`src/rtl/lfsr_enc_pkg.sv`:
```
// Shared types, constants and helpers for the LFSR stream encoder.
// Included by the encoder top and its LFSR register sub-block.
package lfsr_enc_pkg;

    localparam int unsigned ADDR_W = 10;
    localparam int unsigned DATA_W = 8;
    localparam int unsigned LFSR_W = 6;
    localparam int unsigned PRE_W  = 6;
    localparam int unsigned PAT_W  = 3;
    localparam int unsigned N_TAPS = 6;

    localparam logic [DATA_W-1:0] PRE_CHAR = 8'h5F;

    localparam logic [LFSR_W-1:0] TAPS [N_TAPS] = '{
        6'h21, 6'h2D, 6'h30, 6'h33, 6'h36, 6'h39
    };

    typedef enum logic [2:0] {
        IDLE = 3'd0,
        PRE  = 3'd1,
        MRD  = 3'd2,
        MWR  = 3'd3,
        DONE = 3'd4
    } state_e;

    // Run lengths captured when a job is accepted
    typedef struct packed {
        logic [PRE_W-1:0]  pre_len;
        logic [ADDR_W-1:0] msg_len;
    } cfg_t;

    // Pattern indices beyond the table fall back to entry 0
    function automatic logic [LFSR_W-1:0] taps_sel(input logic [PAT_W-1:0] pat);
        logic [LFSR_W-1:0] t;
        t = TAPS[0];
        case (pat)
            3'd1:    t = TAPS[1];
            3'd2:    t = TAPS[2];
            3'd3:    t = TAPS[3];
            3'd4:    t = TAPS[4];
            3'd5:    t = TAPS[5];
            default: t = TAPS[0];
        endcase
        return t;
    endfunction

endpackage

```
`src/rtl/lfsr_encoder_lfsr6.sv`:
```
// 6-bit Fibonacci LFSR register: loads a seed, shifts left with the
// parity of the tapped bits entering at bit 0.
module lfsr6
    import lfsr_enc_pkg::*;
(
    input  logic              i_clk,
    input  logic              i_rst,
    input  logic              i_load,
    input  logic              i_step,
    input  logic [LFSR_W-1:0] i_seed,
    input  logic [LFSR_W-1:0] i_taps,
    output logic [LFSR_W-1:0] o_state
);

    logic [LFSR_W-1:0] r_state;
    logic              w_fb;

    assign w_fb = ^(r_state & i_taps);

    always_ff @(posedge i_clk) begin
        if (i_rst) begin
            r_state <= '0;
        end else if (i_load) begin
            r_state <= i_seed;
        end else if (i_step) begin
            r_state <= {r_state[LFSR_W-2:0], w_fb};
        end
    end

    assign o_state = r_state;

endmodule

```
`src/rtl/lfsr_encoder.sv`:
```
// Encryption front end: writes a keyed preamble followed by the keyed
// contents of the source RAM into the destination RAM.
module lfsr_encoder
    import lfsr_enc_pkg::*;
(
    input  logic              i_clk,
    input  logic              i_rst,
    input  logic              i_start,
    input  logic [PAT_W-1:0]  i_pat_sel,
    input  logic [LFSR_W-1:0] i_seed,
    input  logic [PRE_W-1:0]  i_pre_len,
    input  logic [ADDR_W-1:0] i_msg_len,
    output logic [ADDR_W-1:0] o_rd_addr,
    input  logic [DATA_W-1:0] i_rd_data,
    output logic              o_wr_en,
    output logic [ADDR_W-1:0] o_wr_addr,
    output logic [DATA_W-1:0] o_wr_data,
    output logic              o_busy,
    output logic              o_done
);

    state_e            r_state;
    state_e            w_state_nxt;
    cfg_t              r_cfg;
    logic [LFSR_W-1:0] r_taps;
    logic [PRE_W-1:0]  r_pre_cnt;
    logic [ADDR_W-1:0] r_rd_addr;
    logic [ADDR_W-1:0] r_wr_addr;
    logic              r_wr_en;
    logic              r_busy;
    logic              r_done;

    logic              w_accept;
    logic              w_step;
    logic              w_pre_last;
    logic              w_msg_last;
    logic [PRE_W:0]    w_pre_cnt_inc;
    logic [ADDR_W:0]   w_msg_idx_inc;
    logic              w_wr_en_nxt;
    logic              w_busy_nxt;
    logic              w_done_nxt;
    logic [LFSR_W-1:0] w_key;
    logic [DATA_W-1:0] w_plain;

    assign w_accept      = (r_state == IDLE) && i_start;
    assign w_step        = (r_state == PRE) || (r_state == MWR);
    assign w_pre_cnt_inc = {1'b0, r_pre_cnt} + (PRE_W+1)'(1);
    assign w_msg_idx_inc = {1'b0, r_rd_addr} + (ADDR_W+1)'(1);
    assign w_pre_last    = (w_pre_cnt_inc == {1'b0, r_cfg.pre_len});
    assign w_msg_last    = (w_msg_idx_inc == {1'b0, r_cfg.msg_len});

    // The LFSR always holds the key of the byte currently on the write port
    lfsr6 u_lfsr (
        .i_clk   (i_clk),
        .i_rst   (i_rst),
        .i_load  (w_accept),
        .i_step  (w_step),
        .i_seed  (i_seed),
        .i_taps  (r_taps),
        .o_state (w_key)
    );

    always_ff @(posedge i_clk) begin
        if (i_rst) begin
            r_state <= IDLE;
        end else begin
            r_state <= w_state_nxt;
        end
    end

    always_comb begin
        w_state_nxt = r_state;
        case (r_state)
            IDLE: begin
                if (i_start) begin
                    if (i_pre_len != '0) begin
                        w_state_nxt = PRE;
                    end else if (i_msg_len != '0) begin
                        w_state_nxt = MRD;
                    end else begin
                        w_state_nxt = DONE;
                    end
                end
            end
            PRE: begin
                if (w_pre_last) begin
                    w_state_nxt = (r_cfg.msg_len != '0) ? MRD : DONE;
                end
            end
            MRD:     w_state_nxt = MWR;
            MWR:     w_state_nxt = w_msg_last ? DONE : MRD;
            DONE:    w_state_nxt = IDLE;
            default: w_state_nxt = IDLE;
        endcase
    end

    // Control outputs are decoded from the next state so they line up with it
    always_comb begin
        w_wr_en_nxt = 1'b0;
        w_busy_nxt  = 1'b0;
        w_done_nxt  = 1'b0;
        case (w_state_nxt)
            PRE: begin
                w_wr_en_nxt = 1'b1;
                w_busy_nxt  = 1'b1;
            end
            MRD: begin
                w_busy_nxt  = 1'b1;
            end
            MWR: begin
                w_wr_en_nxt = 1'b1;
                w_busy_nxt  = 1'b1;
            end
            DONE: begin
                w_done_nxt  = 1'b1;
            end
            default: begin
                w_wr_en_nxt = 1'b0;
            end
        endcase
    end

    always_ff @(posedge i_clk) begin
        if (i_rst) begin
            r_wr_en   <= 1'b0;
            r_busy    <= 1'b0;
            r_done    <= 1'b0;
            r_cfg     <= '0;
            r_taps    <= '0;
            r_pre_cnt <= '0;
            r_rd_addr <= '0;
            r_wr_addr <= '0;
        end else begin
            r_wr_en <= w_wr_en_nxt;
            r_busy  <= w_busy_nxt;
            r_done  <= w_done_nxt;
            if (w_accept) begin
                r_cfg.pre_len <= i_pre_len;
                r_cfg.msg_len <= i_msg_len;
                r_taps        <= taps_sel(i_pat_sel);
                r_pre_cnt     <= '0;
                r_rd_addr     <= '0;
                r_wr_addr     <= '0;
            end else begin
                if (r_state == PRE) begin
                    r_pre_cnt <= w_pre_cnt_inc[PRE_W-1:0];
                end
                if (r_state == MWR) begin
                    r_rd_addr <= w_msg_idx_inc[ADDR_W-1:0];
                end
                // Address wraps naturally at the RAM depth
                if (w_step) begin
                    r_wr_addr <= r_wr_addr + ADDR_W'(1);
                end
            end
        end
    end

    // Read data arrives in the write cycle itself, so the key is applied here
    assign w_plain   = (r_state == MWR) ? i_rd_data : PRE_CHAR;
    assign o_wr_data = r_wr_en ? (w_plain ^ {(DATA_W-LFSR_W)'(0), w_key}) : '0;

    assign o_rd_addr = r_rd_addr;
    assign o_wr_addr = r_wr_addr;
    assign o_wr_en   = r_wr_en;
    assign o_busy    = r_busy;
    assign o_done    = r_done;

endmodule

```
`config.mk`:
```
export PLATFORM = sky130hd
export DESIGN_NAME = lfsr_encoder
export DESIGN_NICKNAME = d
export VERILOG_FILES = /design/src/rtl/lfsr_enc_pkg.sv /design/src/rtl/lfsr_encoder_lfsr6.sv /design/src/rtl/lfsr_encoder.sv
export SDC_FILE = /design/constraint.sdc
export NUM_CORES = 1
export LEC_CHECK = 0
export BUFFER_PORTS_ARGS = -buffer_cell sky130_fd_sc_hd__buf_2
export CORE_MARGIN = 2
export CORE_UTILIZATION = 52
export DETAILED_ROUTE_END_ITERATION = 6
export PLACE_DENSITY_LB_ADDON = 0.12
export SYNTH_ARGS = -nofsm -noshare
export SYNTH_HDL_FRONTEND = slang
export SYNTH_HIERARCHICAL = 1
export SYNTH_SLANG_ARGS = --single-unit
```
`constraint.sdc`:
```
create_clock -name i_clk -period 2.4 [get_ports i_clk]
set_clock_uncertainty 0.15 [all_clocks]
set_input_delay 0 -clock i_clk [delete_from_list [all_inputs] [get_ports i_clk]]
set_output_delay 0 -clock i_clk [all_outputs]
set_load 0.03 [all_outputs]
```
Word-level counts from Yosys, hierarchy flattened
Cells that the tools add are included.

storage, ports and cells
  latch bits = 0
  logic and storage cells = 56
  bits in writable memories = 0
  memories kept = 0
  output and inout port bits = 31
  memory bits (read-only) = 0
  bits in registers = 60
  input bits = 36

operators by class
  equality and inequality tests = 14
  multiplexer cells = 15
  div/mod/pow operators = 0
  multipliers = 0
  $add $sub $neg = 3
  bitwise logic cells = 2
  magnitude comparators = 0
  reduce and logical (&&, ||, !) cells = 11
  shift-type cells = 0

operators with widths
  operator               count
  $pmux 5 s5             1
  $reduce_bool 10->1     2
  $eq 3x2->1 const B     6
  $mux 3                 6
  $mux 8                 2
  $mux 6                 2
  $pmux 3 s4             1
  $add 10x1->11 const B  1
  $eq 11x10->1           1
  $add 10x1->10 const B  1
  $eq 3x1->1 const B     3
  $eq 3x3->1 const B     3
  $xor 8x6->8            1
  $add 6x1->7 const B    1
  $eq 7x6->1             1
  $and 6x6->6            1
  $reduce_bool 6->1      1
  $reduce_xor 6->1       1
  $reduce_or 2->1        2
  $logic_not 3->1        1
  $mux 1                 3
  $reduce_or 3->1        1
  $reduce_bool 2->1      1
  $logic_and 1x1->1      1
  $logic_or 1x1->1       1

Logic depth before layout (Yosys ltp)
Gate-level depths: netlist of the first run.

  depth after elaboration = 8
  gate-level depth with buffers = 9

Hierarchy
The synthesis of the first run kept the hierarchy.

by module, submodules not included
  module        sequential area each (µm²)  area an instance (µm²)  instances  cells each
  lfsr_encoder  1081.0                      2812.7                  1          342
  lfsr6         120.1                       355.3                   1          43

Least setup slack after synthesis of the first run
No wires, ideal clock.

  path type = reg2reg
  from = register r_rd_addr[0], in the netlist o_rd_addr[0]
  to = register r_done, in the netlist o_done
  cell stages (with the launch flop) = 9
  library setup time = 59 ps
  required time = 2191 ps
  arrival = 2095 ps
  slack = 95 ps
  path through = dfxtp_1 > ha_1 > buf_2 > xnor2_2 > xnor2_1 > nor4_2 > o311ai_2 > nor4b_4 > o31a_1

on the way
  cells in the longest elaborated chain, start to end = 6

RTL lines
  element                   line                 source
  start: declaration        lfsr_encoder.sv:27   logic [ADDR_W-1:0] r_rd_addr;
  start signal: assignment  lfsr_encoder.sv:149  r_rd_addr <= w_msg_idx_inc[ADDR_W-1:0];
  $add 10x1->11             lfsr_encoder.sv:48   assign w_msg_idx_inc = {1'b0, r_rd_addr} + (ADDR_W+1)'(1);
  $eq 11x10->1              lfsr_encoder.sv:50   assign w_msg_last = (w_msg_idx_inc == {1'b0, r_cfg.msg_len});
  $mux 3                    lfsr_encoder.sv:91   MWR: w_state_nxt = w_msg_last ? DONE : MRD;
  $pmux 3 s4                lfsr_encoder.sv:73   case (r_state)
  $eq 3x3->1                lfsr_encoder.sv:102  case (w_state_nxt)
  $mux 1                    lfsr_encoder.sv:102
  end signal: assignment    lfsr_encoder.sv:136  r_done <= w_done_nxt;
  end: declaration          lfsr_encoder.sv:31   logic r_done;

No other way between the ends.
A chain may end at the register's enable or synchronous reset.

Final worst setup path of the first run
  from = register r_pre_cnt[0]
  to = register r_busy, in the netlist o_busy

on the way
  cells in the longest elaborated chain, start to end = 7

RTL lines
  element                                   line                 source
  start: declaration                        lfsr_encoder.sv:26   logic [PRE_W-1:0] r_pre_cnt;
  start signal: assignment                  lfsr_encoder.sv:146  r_pre_cnt <= w_pre_cnt_inc[PRE_W-1:0];
  $add 6x1->7 *                             lfsr_encoder.sv:47   assign w_pre_cnt_inc = {1'b0, r_pre_cnt} + (PRE_W+1)'(1);
  $eq 7x6->1 *                              lfsr_encoder.sv:49   assign w_pre_last = (w_pre_cnt_inc == {1'b0, r_cfg.pre_len});
  $mux 3 *                                  lfsr_encoder.sv:86   if (w_pre_last) begin
  $pmux 3 s4 *                              lfsr_encoder.sv:73
  $eq 3x2->1 or $eq 3x1->1 (tied branches)  lfsr_encoder.sv:102
  $reduce_or 3->1 (no source line) *        -
  $mux 1 *                                  lfsr_encoder.sv:102
  end signal: assignment                    lfsr_encoder.sv:135  r_busy <= w_busy_nxt;
  end: declaration                          lfsr_encoder.sv:30   logic r_busy;

Every way passes the cells marked *; elsewhere a longest branch is shown, timed or not.

==> results.toml, run 1 <==
[yosys]
ys_seq_area_share_pct = 37.9
synth_cell_types = 52
netlist_area_mm2 = 0.00317
yosys-top-cells-area = "dfxtp_1 38%, nand2_1 7.1%, xor2_1 6.9%"
synthesis.nets = 424
synth-async-reset-ratio_pct = 0
synth-seq-cells = 60
synthTopCellsByCount = "60 x dfxtp_1, 60 x nand2_1, 51 x nor2_1, 31 x a21oi_1, 25 x xor2_1"
ys_warn_count = 6
ys.flop_type = "dfxtp_1"
avgSynthCellArea_um2 = 8.23
synth_edf_count = 0
syn_inst = 385
yosys.area.top_type = "dfxtp_1"
yosysTopAreaCellShare_pct = 37.9

[floorplanning]
start_util_pct = 53.5
rows = 28
die_x_um = 82.1
die_h_um = 82.1
ios = 67
coreArea_mm2 = 0.00592
die_area_mm2 = 0.00673

[setup_path]
cp_max_fo = 7
cp_slowest_stage_delay_ns = 0.47
rr_startpoint = "r_pre_cnt[0]$_SDFFE_PP0P_"
crit_chain = "ha_1, and2_4, o21ai_0, o311ai_2, a2111oi_4, buf_4, a311o_1, a211oi_1"
timing.rr.end = "o_busy$_SDFF_PP0_"
worstSetupEndpointType = "flop"
regToRegSetupSlack_ns = 0.14
critPathKind = "flop to flop"
cp.required_ns = 2.47
startpoint_type = "flop"
r2r.worst_path.cells = 8
cp_slowest_cell = "a2111oi_4"
arrival_ns = 2.32

[clocking]
cts_tree = "built"
cts-htree-levels = 3
clock_latency_ns = 0.33
clkSinkCount = 60
cts_buffers = 9
clockRootBuffer = "clkbuf_8"
clock_path_buffers = 2
clkTransAtPathRegs_ns = 0.07

[hold_path]
whs_path_depth = 4
timing.hold.worst.class = "input port to flop"
min_from = "i_start"
hold_end = "o_wr_en$_SDFF_PP0_"

[detailed_routing]
wl_per_cell_um = 13.7
drtAntennaViolNets = 0
drt-initial-drc-count = 105
vias_per_cell = 5.33
totalWireLength_um = 7710
vias = 2992
dr.pass1.iters = 5
route.detailed.drc = 0

[power_and_ir_drop]
p_sw_mw = 0.696
cellInternalPower_mw = 1.78
clkPwrFrac_pct = 37.4
p_leak_nw = 1.71
pwr-share-seq_pct = 44.5
peakVddDrop_v = 0.000369
p_per_area_mw_per_mm2 = 608
p_comb_share_pct = 18.1
switching_share_pct = 28.2

[final_layout]
multiInputGateArea_mm2 = 0.00186
areaGrowthSynthToFinish_pct = 28.3
regArea_mm2 = 0.00120
drive_gt1_share_pct = 23.7
n_antenna_cell = 0
finalNetCount = 520
fillers = 485
final_area_mm2 = 0.00406

[timing]
timing_hold_violations_final = 0
whs_ns = 0.0815
tightestPinTransition_ns = 0.628
setup-violations-final = 0
clock.fmax_mhz = 443
finalCriticalPeriod_ns = 2.26
fin_crit_sh_pct = 94.1
tns_ns = 0
relSlewSlack_pct = 57.9
slew_viol_final = 0

[run_status]
outcome = "completed"

[grt]
grt_max_degree = 33
grt_remaining_overflow = 0
grt_pass1_vias = 2769
grt_first_pass_wirelength_um = 12400
antenna_found_initial = 0
grt_usage_pct = 24.2

[placed_design]
dp_hpwl_um = 5200
numPortBuffers = 66
routabilityCongestion = 0.888
place_area_mm2 = 0.00358

[run]
drv_cap = 0
-- power by group through the flow --
stage / Combinational (mW) / Clock, mW / Sequential (mW)
final: 0.447 / 0.925 / 1.10
after global routing: 0.490 / 0.986 / 1.11
after CTS: 0.437 / 0.938 / 1.10
after detailed placement: 0.401 / 0 / 1.12
after global placement: 0.394 / 0 / 1.12
after floorplan: 0.284 / 0 / 1.12
-- sequential cells by signal (all words and copies together) (netlist names) --
| name | cells |
|---|---|
| r_state | 3 |
| r_pre_cnt | 6 |
| r_taps | 6 |
| r_cfg | 16 |
| o_rd_addr | 10 |
| u_lfsr/o_state | 6 |
| o_done | 1 |
| o_wr_addr | 10 |
| o_wr_en | 1 |
| o_busy | 1 |
-- through the flow --
stage	worst slack, ns	power [mW]	util [%]	std cells
2_1_floorplan	0.0955	1.40	-	385
3_3_place_gp	0.230	1.51	60.5	517
3_5_place_dp	0.159	1.52	60.5	517
4_1_cts	0.0260	2.47	68.3	559
5_1_grt	-0.00909	2.58	68.6	561
6_report	0.143	2.47	68.6	561
-- layout make-up --
| cell class | count | area share, % |
|---|---|---|
| clock buffer | 11 | 3.73 |
| clock inverter | 5 | 1.23 |
| inverter | 4 | 0.369 |
| multi-input combinational | 300 | 45.7 |
| sequential | 60 | 29.6 |
| tap | 75 | 2.31 |
| timing repair buffer | 106 | 17.1 |
-- worst max-delay path by stage --
stage                                    from                end  slack, ns  depth (start not counted)
floorplan           o_rd_addr[0]$_SDFFE_PP0N_  o_done$_SDFF_PP0_        0.1                          8
global placement    r_pre_cnt[0]$_SDFFE_PP0P_  o_busy$_SDFF_PP0_       0.23                          7
detailed placement  r_pre_cnt[0]$_SDFFE_PP0P_  o_busy$_SDFF_PP0_       0.16                          7
CTS                     r_state[0]$_SDFF_PP0_       o_wr_data[2]       0.03                          6
global route        r_pre_cnt[0]$_SDFFE_PP0P_  o_busy$_SDFF_PP0_     -0.009                          7
finish              r_pre_cnt[0]$_SDFFE_PP0P_  o_busy$_SDFF_PP0_       0.14                          8
-- cells in the final DEF, fill, tap and decap left out, types with 2 or more instances in the layout --
master | Yosys | layout
a211oi_1 | 2 | 2
a21oi_1 | 31 | 31
and2_1 | 2 | 2
and3_1 | 9 | 9
and3_2 | 2 | 2
and4_1 | 3 | 3
buf_2 | 7 | 66
buf_4 | 1 | 14
clkbuf_8 | 0 | 11
clkinv_2 | 0 | 4
dfxtp_1 | 60 | 59
dlygate4sd3_1 | 0 | 26
ha_1 | 3 | 3
inv_1 | 2 | 2
inv_2 | 2 | 2
mux2i_1 | 7 | 7
nand2_1 | 60 | 59
nand2_2 | 1 | 2
nand2b_1 | 2 | 2
nand3_1 | 16 | 16
nand4_1 | 8 | 8
nor2_1 | 51 | 51
nor3_1 | 6 | 6
nor4_1 | 5 | 5
o21ai_0 | 9 | 9
o22ai_1 | 2 | 2
o311ai_2 | 2 | 2
o31a_1 | 2 | 2
or3_1 | 7 | 7
or4_1 | 2 | 2
xnor2_1 | 22 | 22
xnor2_2 | 2 | 2
xor2_1 | 25 | 25
-- critical path: cells and delay by family, from the launching register on --
kind | cells | cell delay (ns)
buf+inv | 1 | 0.19
fa+ha+maj | 1 | 0.24
compound gates | 5 | 1.04
flops | 1 | 0.36
simple gates | 1 | 0.16
-- layer usage --
layer,vias up,track usage (%),wire length [um]
met5,-,0,0
met3,22,5.38,300
met1,1393,27.8,3350
met2,67,42.1,3830
met4,0,12.2,226
li1,1510,-,-
-- kinds of logic after synthesis --
group / after synthesis / share of synthesized area, %
mux: 7 / 2.21
simple gates: 183 / 28.2
xor+xnor: 51 / 15.2
fa+ha+maj: 3 / 1.18
compound gates: 56 / 11.7
buf+inv: 25 / 3.59
flops: 60 / 37.9
-- timing repair --
action | in CTS | in global routing
buffers inserted | 0 | 2
hold buffers | 26 | 0
gates resized for setup | 0 | 2
setup endpoints to repair | 0 | 8
endpoints found under the hold margin | 31 | 0
No activity file was read; power rests on OpenSTA's default activity.
==> run 2, diff against run 1 <==
--- a/config.mk
+++ b/config.mk
@@ -9,7 +9,10 @@
 export CORE_MARGIN = 2
 export CORE_UTILIZATION = 52
 export DETAILED_ROUTE_END_ITERATION = 6
+export MAX_ROUTING_LAYER = met4
 export PLACE_DENSITY_LB_ADDON = 0.12
+export SETUP_SLACK_MARGIN = 0.2
+export SKIP_CTS_REPAIR_TIMING = 1
 export SYNTH_ARGS = -nofsm -noshare
 export SYNTH_HDL_FRONTEND = slang
 export SYNTH_HIERARCHICAL = 1
==> run 2 against run 1 <==
Utilization increased by 1.1 points; sequential share of layout area is 0.12 points lower; non-clock buffer count down 1.
==> results.toml, run 2 (synthesis results as in run 1) <==
[final_layout]
layout_common_cells = "66 x buf_2, 59 x nand2_1, 53 x dfxtp_1, 51 x nor2_1, 31 x a21oi_1"
n_antenna_cell = 0
multiInputGateArea_mm2 = 0.00191
final_core_util_pct = 69.8
regArea_mm2 = 0.00122
layout_commonest_cell = "buf_2"
largest_reg_flops = 16
drive_gt1_share_pct = 26.0
largest-register = "r_cfg"
fillers = 510
areaGrowthSynthToFinish_pct = 30.4
final_cells = 560
finalNetCount = 519

[placed_design]
dp_hpwl_um = 5230
routabilityCongestion = 0.857
numPortBuffers = 66
numPlacedInstances = 516

[floorplanning]
rows = 28
die_h_um = 82.1
die_area_mm2 = 0.00673
die_x_um = 82.1
ios = 67
start_util_pct = 53.5
coreArea_mm2 = 0.00592

[clocking]
clock_path_buffers = 2
clock_latency_ns = 0.35
cts_tree = "built"
cts-htree-levels = 3
cts_buffers = 9
clockRootBuffer = "clkbuf_8"
clkTransAtPathRegs_ns = 0.07
clkSinkCount = 60

[setup_path]
cp.required_ns = 2.52
cp_max_fo = 6
arrival_ns = 2.29
cp_slowest_cell = "a2111oi_4"
startpoint_type = "flop"
worstSetupEndpointType = "flop"
crit_chain = "ha_4, and2_4, o21ai_2, o311ai_4, a2111oi_4, a31oi_2, a211oi_2"
cp_slowest_stage_delay_ns = 0.53
critPathKind = "flop to flop"

[timing]
tightestPinTransition_ns = 0.668
setup-violations-final = 0
clock.fmax_mhz = 461
finalCriticalPeriod_ns = 2.17
timing_hold_violations_final = 0
whs_ns = 0.0648
slew_viol_final = 0
rsz0062_at_grt = "true"
fin_crit_sh_pct = 90.4
tns_ns = 0
relSlewSlack_pct = 55.2

[power_and_ir_drop]
switching_share_pct = 28.4
peakVddDrop_v = 0.000352
p_leak_nw = 1.70
pwr-share-seq_pct = 44.1
cellInternalPower_mw = 1.78
p_sw_mw = 0.706
clkPwrFrac_pct = 37.3
p_comb_share_pct = 18.6
p_per_area_mw_per_mm2 = 602

[detailed_routing]
totalWireLength_um = 7800
route.detailed.drc = 0
wl_per_cell_um = 13.9
vias = 2977
drt-initial-drc-count = 162
vias_per_cell = 5.32
dr.pass1.iters = 4
drtAntennaViolNets = 0

[run]
drv_cap = 0

[grt]
grt_usage_pct = 23.6
grt_first_pass_wirelength_um = 11800
grt_pass1_vias = 2580
antenna_found_initial = 0
grt_max_degree = 35
grt_remaining_overflow = 0

[hold_path]
timing.hold.worst.class = "input port to flop"

[run_status]
outcome = "completed"
[run 2: cell count changes in the layout (fill, tap and decap cells not counted), moves of 2 or more]
cell	before	now
ha_1	3	1
buf_4	14	12
ha_4	0	2
dfxtp_4	0	3
dfxtp_2	1	4
dfxtp_1	59	53
[run 2: area by class of cell]
cell class / count / share of cell area, %
Clock buffer: 11 / 3.66
Clock inverter: 5 / 1.21
Multi-Input combinational cell: 300 / 46.3
Timing Repair Buffer: 105 / 16.7
Inverter: 4 / 0.363
Tap cell: 75 / 2.27
Sequential cell: 60 / 29.5
[run 2: layer usage]
| metal | global-route usage, % | share of wire, % | vias up |
|---|---|---|---|
| li1 | - | - | 1505 |
| met1 | 28.0 | 44 | 1389 |
| met2 | 39.0 | 50 | 64 |
| met3 | 4.40 | 3.4 | 19 |
| met4 | 10.3 | 2.2 | 0 |
| met5 | - | 0 | - |
[run 2: path summary, 6_finish.rpt]
check	depth (start not counted)	end	startpoint	slack [ns]
setup / recovery	7	o_busy$_SDFF_PP0_	r_pre_cnt[1]$_SDFFE_PP0P_	0.23
hold / removal	4	r_state[0]$_SDFF_PP0_	i_start	0.06
setup reg to reg	7	o_busy$_SDFF_PP0_	r_pre_cnt[1]$_SDFFE_PP0P_	0.23
hold reg to reg	2	r_taps[4]$_SDFFE_PP0P_	r_taps[4]$_SDFFE_PP0P_	0.31
[run 2: worst max-delay path: cells and delay by family, from the launching register on]
kind            cells  cell delay [ns]
simple gates        1             0.16
fa+ha+maj           1             0.17
flops               1             0.37
compound gates      5             1.24
[run 2: power groups by stage]
stage / combinational (mW) / sequential (mW) / clock [mW]
2_1_floorplan: 0.284 / 1.12 / 0
3_3_place_gp: 0.398 / 1.12 / 0
3_5_place_dp: 0.405 / 1.12 / 0
4_1_cts: 0.408 / 1.10 / 0.945
5_1_grt: 0.506 / 1.10 / 0.977
6_report: 0.462 / 1.10 / 0.927
[run 2: metrics by stage]
stage	area [um2]	setup WS (ns)	power, mW
CTS	3780	0.126	2.45
global placement	3580	0.222	1.52
floorplan	3170	0.261	1.40
detailed placement	3580	0.137	1.52
finish	4130	0.229	2.49
global route	4130	0.142	2.59
